`src/rtl/traffic_light_ctrl.sv`:
```
// Two-road intersection controller: NS/EW green-yellow-all-red sequencing with
// latched pedestrian early-green termination and a night-mode yellow flash.
module traffic_light_ctrl #(
   parameter int CNT_W       = 8,
   parameter int GREEN_T     = 27,
   parameter int YELLOW_T    = 3,
   parameter int ALLRED_T    = 2,
   parameter int MIN_GREEN_T = 8,
   parameter int FLASH_T     = 4
) (
   input  logic       clk,
   input  logic       rstn,
   input  logic       ped_req,
   input  logic       flash_en,
   output logic       ns_green,
   output logic       ns_yellow,
   output logic       ns_red,
   output logic       ew_green,
   output logic       ew_yellow,
   output logic       ew_red,
   output logic       ped_ack,
   output logic [2:0] phase
);

   // state | meaning
   // NS_G  | NS green, EW red
   // NS_Y  | NS yellow, EW red
   // AR1   | all red before EW green (or FLASH)
   // EW_G  | EW green, NS red
   // EW_Y  | EW yellow, NS red
   // AR2   | all red before NS green (or FLASH); reset state
   // FLASH | night mode, both yellows blink, everything else dark
   typedef enum logic [2:0] {
      NS_G  = 3'd0,
      NS_Y  = 3'd1,
      AR1   = 3'd2,
      EW_G  = 3'd3,
      EW_Y  = 3'd4,
      AR2   = 3'd5,
      FLASH = 3'd6
   } state_t;

   localparam logic [CNT_W-1:0] GREEN_C  = CNT_W'(GREEN_T);
   localparam logic [CNT_W-1:0] YELLOW_C = CNT_W'(YELLOW_T);
   localparam logic [CNT_W-1:0] ALLRED_C = CNT_W'(ALLRED_T);
   localparam logic [CNT_W-1:0] MIN_C    = CNT_W'(MIN_GREEN_T);
   localparam logic [CNT_W-1:0] FLASH_C  = CNT_W'(FLASH_T);

   state_t           state_q, state_d;
   logic [CNT_W-1:0] cnt_q, cnt_d;
   logic             pend_q, pend_d;
   logic             blink_q, blink_d;
   logic             ack_q, ack_d;
   logic [5:0]       lamps_q, lamps_d;   // {ns g,y,r, ew g,y,r}
   logic             want;

   always_comb begin
      state_d = state_q;
      cnt_d   = cnt_q + CNT_W'(1);
      pend_d  = pend_q | (ped_req && (state_q != FLASH));
      blink_d = blink_q;
      ack_d   = 1'b0;
      // a request arriving in the very cycle green ends is served by that ack
      want    = pend_q | ped_req;
      unique case (state_q)
         NS_G, EW_G: begin
            if ((cnt_q == GREEN_C) || (want && (cnt_q >= MIN_C))) begin
               state_d = (state_q == NS_G) ? NS_Y : EW_Y;
               cnt_d   = '0;
               pend_d  = 1'b0;
               ack_d   = want;
            end
         end
         NS_Y, EW_Y: begin
            if (cnt_q == YELLOW_C) begin
               state_d = (state_q == NS_Y) ? AR1 : AR2;
               cnt_d   = '0;
            end
         end
         AR1, AR2: begin
            if (cnt_q == ALLRED_C) begin
               cnt_d = '0;
               if (flash_en) begin
                  state_d = FLASH;
                  pend_d  = 1'b0;
                  blink_d = 1'b1;
               end else begin
                  state_d = (state_q == AR1) ? EW_G : NS_G;
               end
            end
         end
         FLASH: begin
            if (!flash_en) begin
               state_d = AR2;
               cnt_d   = '0;
            end else if (cnt_q == FLASH_C) begin
               blink_d = ~blink_q;
               cnt_d   = '0;
            end
         end
         default: begin
            state_d = AR2;
            cnt_d   = '0;
         end
      endcase

      unique case (state_d)
         NS_G:    lamps_d = 6'b100_001;
         NS_Y:    lamps_d = 6'b010_001;
         EW_G:    lamps_d = 6'b001_100;
         EW_Y:    lamps_d = 6'b001_010;
         FLASH:   lamps_d = {1'b0, blink_d, 1'b0, 1'b0, blink_d, 1'b0};
         default: lamps_d = 6'b001_001;
      endcase
   end

   always_ff @(posedge clk or negedge rstn) begin
      if (!rstn) begin
         state_q <= AR2;
         cnt_q   <= '0;
         pend_q  <= 1'b0;
         blink_q <= 1'b0;
         ack_q   <= 1'b0;
         lamps_q <= 6'b001_001;
      end else begin
         state_q <= state_d;
         cnt_q   <= cnt_d;
         pend_q  <= pend_d;
         blink_q <= blink_d;
         ack_q   <= ack_d;
         lamps_q <= lamps_d;
      end
   end

   assign {ns_green, ns_yellow, ns_red, ew_green, ew_yellow, ew_red} = lamps_q;
   assign ped_ack = ack_q;
   assign phase   = state_q;

endmodule

```
`config.mk`:
```
export PLATFORM = sky130hd
export DESIGN_NAME = traffic_light_ctrl
export DESIGN_NICKNAME = d
export VERILOG_FILES = /design/src/rtl/traffic_light_ctrl.sv
export SDC_FILE = /design/constraint.sdc
export NUM_CORES = 1
export LEC_CHECK = 0
export CAP_MARGIN = 20
export CORE_ASPECT_RATIO = 1.5
export CORE_MARGIN = 2
export CORE_UTILIZATION = 35
export CTS_BUF_LIST = sky130_fd_sc_hd__clkbuf_8
export CTS_CLUSTER_DIAMETER = 80
export DETAILED_ROUTE_END_ITERATION = 10
export PLACE_DENSITY = 0.66
export RECOVER_POWER = 50
export SYNTH_ARGS = -nofsm -noshare
export SYNTH_HDL_FRONTEND = slang
export SYNTH_SLANG_ARGS = --single-unit
```
`constraint.sdc`:
```
create_clock -name clk -period 2.85 [get_ports clk]
set_input_delay 0.7125 -clock clk [delete_from_list [all_inputs] [get_ports clk]]
set_output_delay 0.7125 -clock clk [all_outputs]
set_load 0.005 [all_outputs]
```
==> results of run 1 <==
Yosys cell counts, types with 4 or more instances:
library cell / number / area, um^2
sky130_fd_sc_hd__nor2_1: 20 / 75.1
sky130_fd_sc_hd__dfrtp_1: 16 / 400
sky130_fd_sc_hd__a21oi_1: 9 / 45.0
sky130_fd_sc_hd__inv_1: 8 / 30.0
sky130_fd_sc_hd__nand2_1: 8 / 30.0
sky130_fd_sc_hd__nand2b_1: 5 / 31.3
sky130_fd_sc_hd__nand3_1: 5 / 25.0
sky130_fd_sc_hd__nor3_1: 5 / 25.0
sky130_fd_sc_hd__o21ai_0: 5 / 25.0
sky130_fd_sc_hd__clkbuf_1: 4 / 15.0
sky130_fd_sc_hd__dfstp_2: 4 / 105
sky130_fd_sc_hd__xnor2_1: 4 / 35.0
per-layer routing:
| layer | vias up | wire [um] | share of wire |
|---|---|---|---|
| met5 | - | 0 | 0 |
| met4 | 0 | 79 | 0.027 |
| met3 | 14 | 144 | 0.048 |
| met2 | 39 | 1520 | 0.51 |
| met1 | 543 | 1230 | 0.41 |
| li1 | 537 | - | - |
kinds of logic after synthesis:
| group | share of synthesized area |
|---|---|
| buffers and inverters | 0.106 |
| XOR/XNOR | 0.0457 |
| multiplexers | 0.0345 |
| adder cells (fa/ha/maj) | 0.0280 |
| AND/OR/NAND/NOR | 0.219 |
| flip-flops | 0.377 |
| AO/OA/AOI/OAI | 0.190 |
through the flow:
stage          power [mW]  instance area [um^2]  hold WS [ns]  utilization
3_5_place_dp         1.33                  1430         0.480        0.388
6_report             1.61                  1500         0.484        0.406
4_1_cts              1.62                  1500         0.490        0.407
2_1_floorplan        1.09                  1340         0.417            -
3_3_place_gp         1.32                  1430         0.467        0.388
5_1_grt              1.74                  1500         0.534        0.406
power groups by stage:
stage,Sequential (mW),Combinational [mW],Clock [mW]
after detailed placement,0.543,0.786,0
after CTS,0.539,0.793,0.292
after global placement,0.544,0.778,0
after global routing,0.560,0.875,0.307
after floorplan,0.451,0.640,0
final,0.542,0.779,0.288
sequential cells by signal, summed over array words and instances (netlist names):
name     count
phase        3
pend_q       1
blink_q      1
lamps_q      6
cnt_q        8
ped_ack      1
placed cells by master (no fill, tap or decap), drive strengths merged, types with 5 or more instances in the layout:
master,instances
a21oi,9
clkdlybuf4s50,8
dfrtp,16
dlygate4sd3,5
inv,8
nand2,8
nand2b,5
nand3,5
nor2,20
nor3,5
o21ai,5
path summary, 6_finish.rpt:
path | endpoint
worst max register to register | lamps_q[1]
worst max-delay path | lamps_q[1]
worst min-delay path | cnt_q[0]
max in group asynchronous | cnt_q[6]
worst min register to register | cnt_q[0]
min in group asynchronous | cnt_q[4]
worst max-delay path, cell delays in order:
cell                              delay (ns)
sky130_fd_sc_hd__clkdlybuf4s50_1        0.40
sky130_fd_sc_hd__nor2_1                 0.27
sky130_fd_sc_hd__o31a_1                 0.26
sky130_fd_sc_hd__mux2_4                 0.31
sky130_fd_sc_hd__o31a_1                 0.35
sky130_fd_sc_hd__inv_1                  0.11
sky130_fd_sc_hd__a211oi_1               0.05
area by class of cell:
cell class | count | share of cell area
clock inverters | 1 | 0.0201
repair buffers | 15 | 0.0945
inverters | 8 | 0.0201
clock buffers | 3 | 0.0276
flip-flops and latches | 20 | 0.338
multi-input cells | 107 | 0.464
well taps | 43 | 0.0360
==> impl_metrics.toml, run 1 <==
[yosys]
count_of_flip_flops_with_a_built_in_enable_after_synthesis = 0
postSynthNetCount = 153
synthDistinctLibCells = 49
part_of_the_yosys_area_used_for_sequential_elements = 0.377
synthesis.instances = 146
synth_cell_area_um2 = 1340
synth_async_reset_ratio = 1.00
mean_post_synth_cell_area_um2 = 9.20
yosys_register_bits = 20
ys_dominant_reg_cell = "sky130_fd_sc_hd__dfrtp_1"
ys_warn_count = 0

[sta]
final_critical_path_share_of_the_clock_period = 0.816
slew_violations = 0
rsz_0062_raised_after_global_routing = "false"
period_needed_ns = 2.33
final.setup_skew_ns = 0.00826
timing.final.hold_violations = 0
max_slew_margin = 0.269
fin_tns_setup_ns = 0
final.setup.worst_slack_ns = 0.524
setup_viol = 0
worstMarginPinSlew_ns = 1.10
clock.fmax_ghz = 0.430

[clocking]
worstSkewPairLatency_ns = 0.27
post_cts_buffers = 0
tritoncts.num_buffers = 3
clock_tree.buffer_depth = 2
ctsHtreeMaxLevel = 1
holdBufCountCts = 0
cts.reportedPaths.clkPinSlew_ns = 0.08
tritoncts = "built"
cts-resized-gates = 0
root_buffer = "sky130_fd_sc_hd__clkbuf_8"
clkSinkCount = 20

[grt]
grt_max_degree = 21
grt_overflow_total = 0
first_global_vias = 1113
wire_length_of_the_first_global_routing_pass_mm = 4.92
antenna_found_initial = 0
global_route.usage.total = 0.155
grt_util_met1 = 0.176
grt_util_met2 = 0.261
grt_use_met3 = 0.0318
grt_busiest_layer = "met2"

[placed_design]
buffer_ports.inserted = 13
gpl.final_weighted_congestion = 0.889
placed_cells = 193
dp.final_hpwl_mm = 2.20
placement.setup.worst_slack_ns = 0.249

[floorplan]
design.core.area_um2 = 3680
floorplan.die.height_um = 79.9
ios = 14
fp-row-count = 27
start_util = 0.365
floorplan.die_area_um2 = 4360
die_width_um = 54.6

[pwr]
vdd_drop_max_mv = 0.428
leakage_nw = 0.624
internal_power_mw = 0.972
power.share.clock = 0.179
p_per_area_nw_per_um2 = 1080
power.share.combinational = 0.484
swShare = 0.396
seqPwrFrac = 0.337
sw_power_mw = 0.637

[route]
wl_per_cell_um = 15.1
detailedRoute.firstIterationViolations = 42
detail_route.drc_violations = 0
final_routed_wirelength_across_all_metal_layers_mm = 2.97
post_drt_via_cell_ratio = 5.75
routed-via-count = 1133
antenna_left = 0
drt_first_pass_iters = 4

[critical_path]
worst_r2r_start = "cnt_q[5]"
worstRegToRegCells = 6
worst-r2r-setup-slack_ns = 0.52
critical_path_class = "in2reg"
worst-path-max-fanout = 5
critPathLaunchType = "primary input"
worstSetupEndpointType = "flop"
critPathLaunch = "ped_req"
critical_path_arrival_ns = 2.47
timing.critical_path.required_ns = 2.99

[layout]
area_growth_syn_to_layout_pct = 11.5
filler_cell_count = 375
diodes = 0
number_of_nets_in_the_layout = 162
fin_cells = 197
area_of_combinational_cells_with_multiple_inputs_um2 = 694
drive_gt1_frac = 0.104
regArea_um2 = 505

[job]
cap_viol_max_count = 0

[hold_path]
hp-class = "reg2reg"
hold_path_startpoint = "cnt_q[0]"
timing.hold.worst_path_depth = 1

[run_status]
run_status = "finished clean"
Note: power is estimated with default switching activity, not from simulation.
==> inputs of run 2 (changes only) <==
PLACE_DENSITY = 0.68   (was 0.66)
clock period = 2 ns   (was 2.85 ns; I/O delays follow)
==> run 2 against run 1 <==
The run now ends with setup timing left. Clock-buffer cell count unchanged. Critical path depth decreased by 1. Clock power rose by 44%. Die area stayed put. Largest cell class unchanged. Highest routed layer unchanged.
==> impl_metrics.toml, run 2 (synthesis results as in run 1) <==
[run_status]
run_status = "finished, violations left"
failed_checks = "setup timing"

[placed_design]
buffer_ports.inserted = 13
placed_cells = 231
dp.final_hpwl_mm = 2.70
gpl.final_weighted_congestion = 0.897

[clocking]
tritoncts = "built"
clkSinkCount = 20
holdBufCountCts = 0
cts.reportedPaths.clkPinSlew_ns = 0.08
root_buffer = "sky130_fd_sc_hd__clkbuf_8"
clock_tree.buffer_depth = 2
worstSkewPairLatency_ns = 0.26
ctsHtreeMaxLevel = 1
tritoncts.num_buffers = 3

[floorplan]
fp-row-count = 27
floorplan.die.height_um = 79.9
design.core.area_um2 = 3680
start_util = 0.365
floorplan.die_area_um2 = 4360
die_width_um = 54.6
ios = 14

[job]
cap_viol_max_count = 0

[critical_path]
worst-path-max-fanout = 4
timing.critical_path.required_ns = 2.13
crit_end = "lamps_q[1]"
critical_path_arrival_ns = 2.21
critPathLaunch = "cnt_q[7]"
critical_path_class = "reg2reg"
critPathLaunchType = "flop"
worst_r2r_start = "cnt_q[7]"
worstSetupEndpointType = "flop"
worst-r2r-setup-slack_ns = -0.08
timing.rr.end = "lamps_q[1]"
worstRegToRegCells = 6

[layout]
drive_gt1_frac = 0.423
layout.cells.most_common = "sky130_fd_sc_hd__buf_4"
largest_register_ffs = 8
number_of_nets_in_the_layout = 202
diodes = 0
final_cell_mix = "sky130_fd_sc_hd__buf_4 (38), sky130_fd_sc_hd__nor2_1 (16), sky130_fd_sc_hd__dfrtp_1 (15), sky130_fd_sc_hd__clkdlybuf4s50_1 (11)"
max_flop_register = "cnt_q"
area_growth_syn_to_layout_pct = 45.4
fin_cells = 237

[sta]
fin_tns_setup_ns = -0.780
worstMarginPinSlew_ns = 1.11
clock.fmax_ghz = 0.481
period_needed_ns = 2.08
final.setup.worst_slack_ns = -0.0804
final_critical_path_share_of_the_clock_period = 1.04
setup_viol = 12
max_slew_margin = 0.261
rsz_0062_raised_after_global_routing = "true"
slew_violations = 0
final.setup_skew_ns = 0.00111
timing.final.hold_violations = 0

[route]
final_routed_wirelength_across_all_metal_layers_mm = 3.94
detailedRoute.firstIterationViolations = 66
detail_route.drc_violations = 0
post_drt_via_cell_ratio = 5.64
antenna_left = 0
drt_first_pass_iters = 4
routed-via-count = 1337
wl_per_cell_um = 16.6

[grt]
antenna_found_initial = 0
first_global_vias = 1355
wire_length_of_the_first_global_routing_pass_mm = 6.20
grt_overflow_total = 0
global_route.usage.total = 0.196
grt_max_degree = 21

[pwr]
vdd_drop_max_mv = 0.681
p_per_area_nw_per_um2 = 1550
leakage_nw = 0.843

[hold_path]
hp-class = "reg2reg"
==> run 2: changes by cell type in the layout (fill, tap and decap cells not counted), sizes merged <==
cell,change
dlygate4sd3,-4
clkdlybuf4s50,+3
buf,+40
dlymetal6s2s,+1
==> run 2: final cells by class <==
cell class	instances	area (um^2)
fillers	304	1730
multi-input cells	107	835
flip-flops and latches	20	507
repair buffers	55	455
well taps	43	53.8
clock buffers	3	41.3
clock inverters	1	30.0
inverters	8	30.0
==> run 2: power breakdown <==
| part | total, mW | switching [mW] | leakage, nW | internal [mW] |
|---|---|---|---|---|
| Clock | 0.416 | 0.149 | 0.0357 | 0.267 |
| Combinational | 1.95 | 0.956 | 0.560 | 0.994 |
| Sequential | 0.650 | 0.0786 | 0.248 | 0.572 |
| Total | 3.02 | 1.18 | 0.843 | 1.83 |
==> run 2: worst min path at each step <==
stage,startpoint,to,slack [ns],cells after the start
after floorplan,rstn,blink_q,0.20,0
after global placement,cnt_q[0],cnt_q[0],0.52,2
after detailed placement,cnt_q[0],cnt_q[0],0.52,2
after CTS,cnt_q[0],cnt_q[0],0.53,2
after global routing,cnt_q[0],cnt_q[0],0.57,2
final,cnt_q[0],cnt_q[0],0.54,2
==> run 2: critical path: stages, from the launching register on <==
cell and delay (ns):
sky130_fd_sc_hd__dfrtp_1 0.39, sky130_fd_sc_hd__or3_4 0.44, sky130_fd_sc_hd__o31a_1 0.29, sky130_fd_sc_hd__mux2_4 0.31, sky130_fd_sc_hd__o31a_1 0.37, sky130_fd_sc_hd__inv_2 0.12
sky130_fd_sc_hd__a211oi_2 0.04
==> run 2: metal layers <==
| layer | GRT usage | vias to the layer above | wire length (um) |
|---|---|---|---|
| met2 | 0.324 | 61 | 2110 |
| met3 | 0.0243 | 10 | 189 |
| li1 | - | 619 | - |
| met5 | 0 | - | 0 |
| met1 | 0.236 | 647 | 1520 |
| met4 | 0.103 | 0 | 117 |
==> run 2: stage by stage <==
| step | area (um^2) | total power, mW | hold WS, ns | setup WS (ns) | util |
|---|---|---|---|---|---|
| after global routing | 1950 | 3.22 | 0.574 | -0.153 | 0.530 |
| after global placement | 1720 | 2.24 | 0.522 | -0.223 | 0.468 |
| after floorplan | 1350 | 1.59 | 0.204 | -0.00196 | - |
| final | 1950 | 3.02 | 0.539 | -0.0804 | 0.530 |
| after detailed placement | 1720 | 2.26 | 0.523 | -0.219 | 0.468 |
| after CTS | 1880 | 2.88 | 0.534 | -0.0766 | 0.510 |
==> run 2: repair_timing <==
action / in CTS / in global routing
setup endpoints to repair: 18 / 16
buffers inserted: 3 / 0
pin swaps: 7 / 8
resized for setup: 20 / 18
==> inputs of run 3 (changes only) <==
ABC_CLOCK_PERIOD_IN_PS = 2000   (was not set)
==> results of run 3 <==
The final DEF is identical to that of run 2; final timing and power are the same.
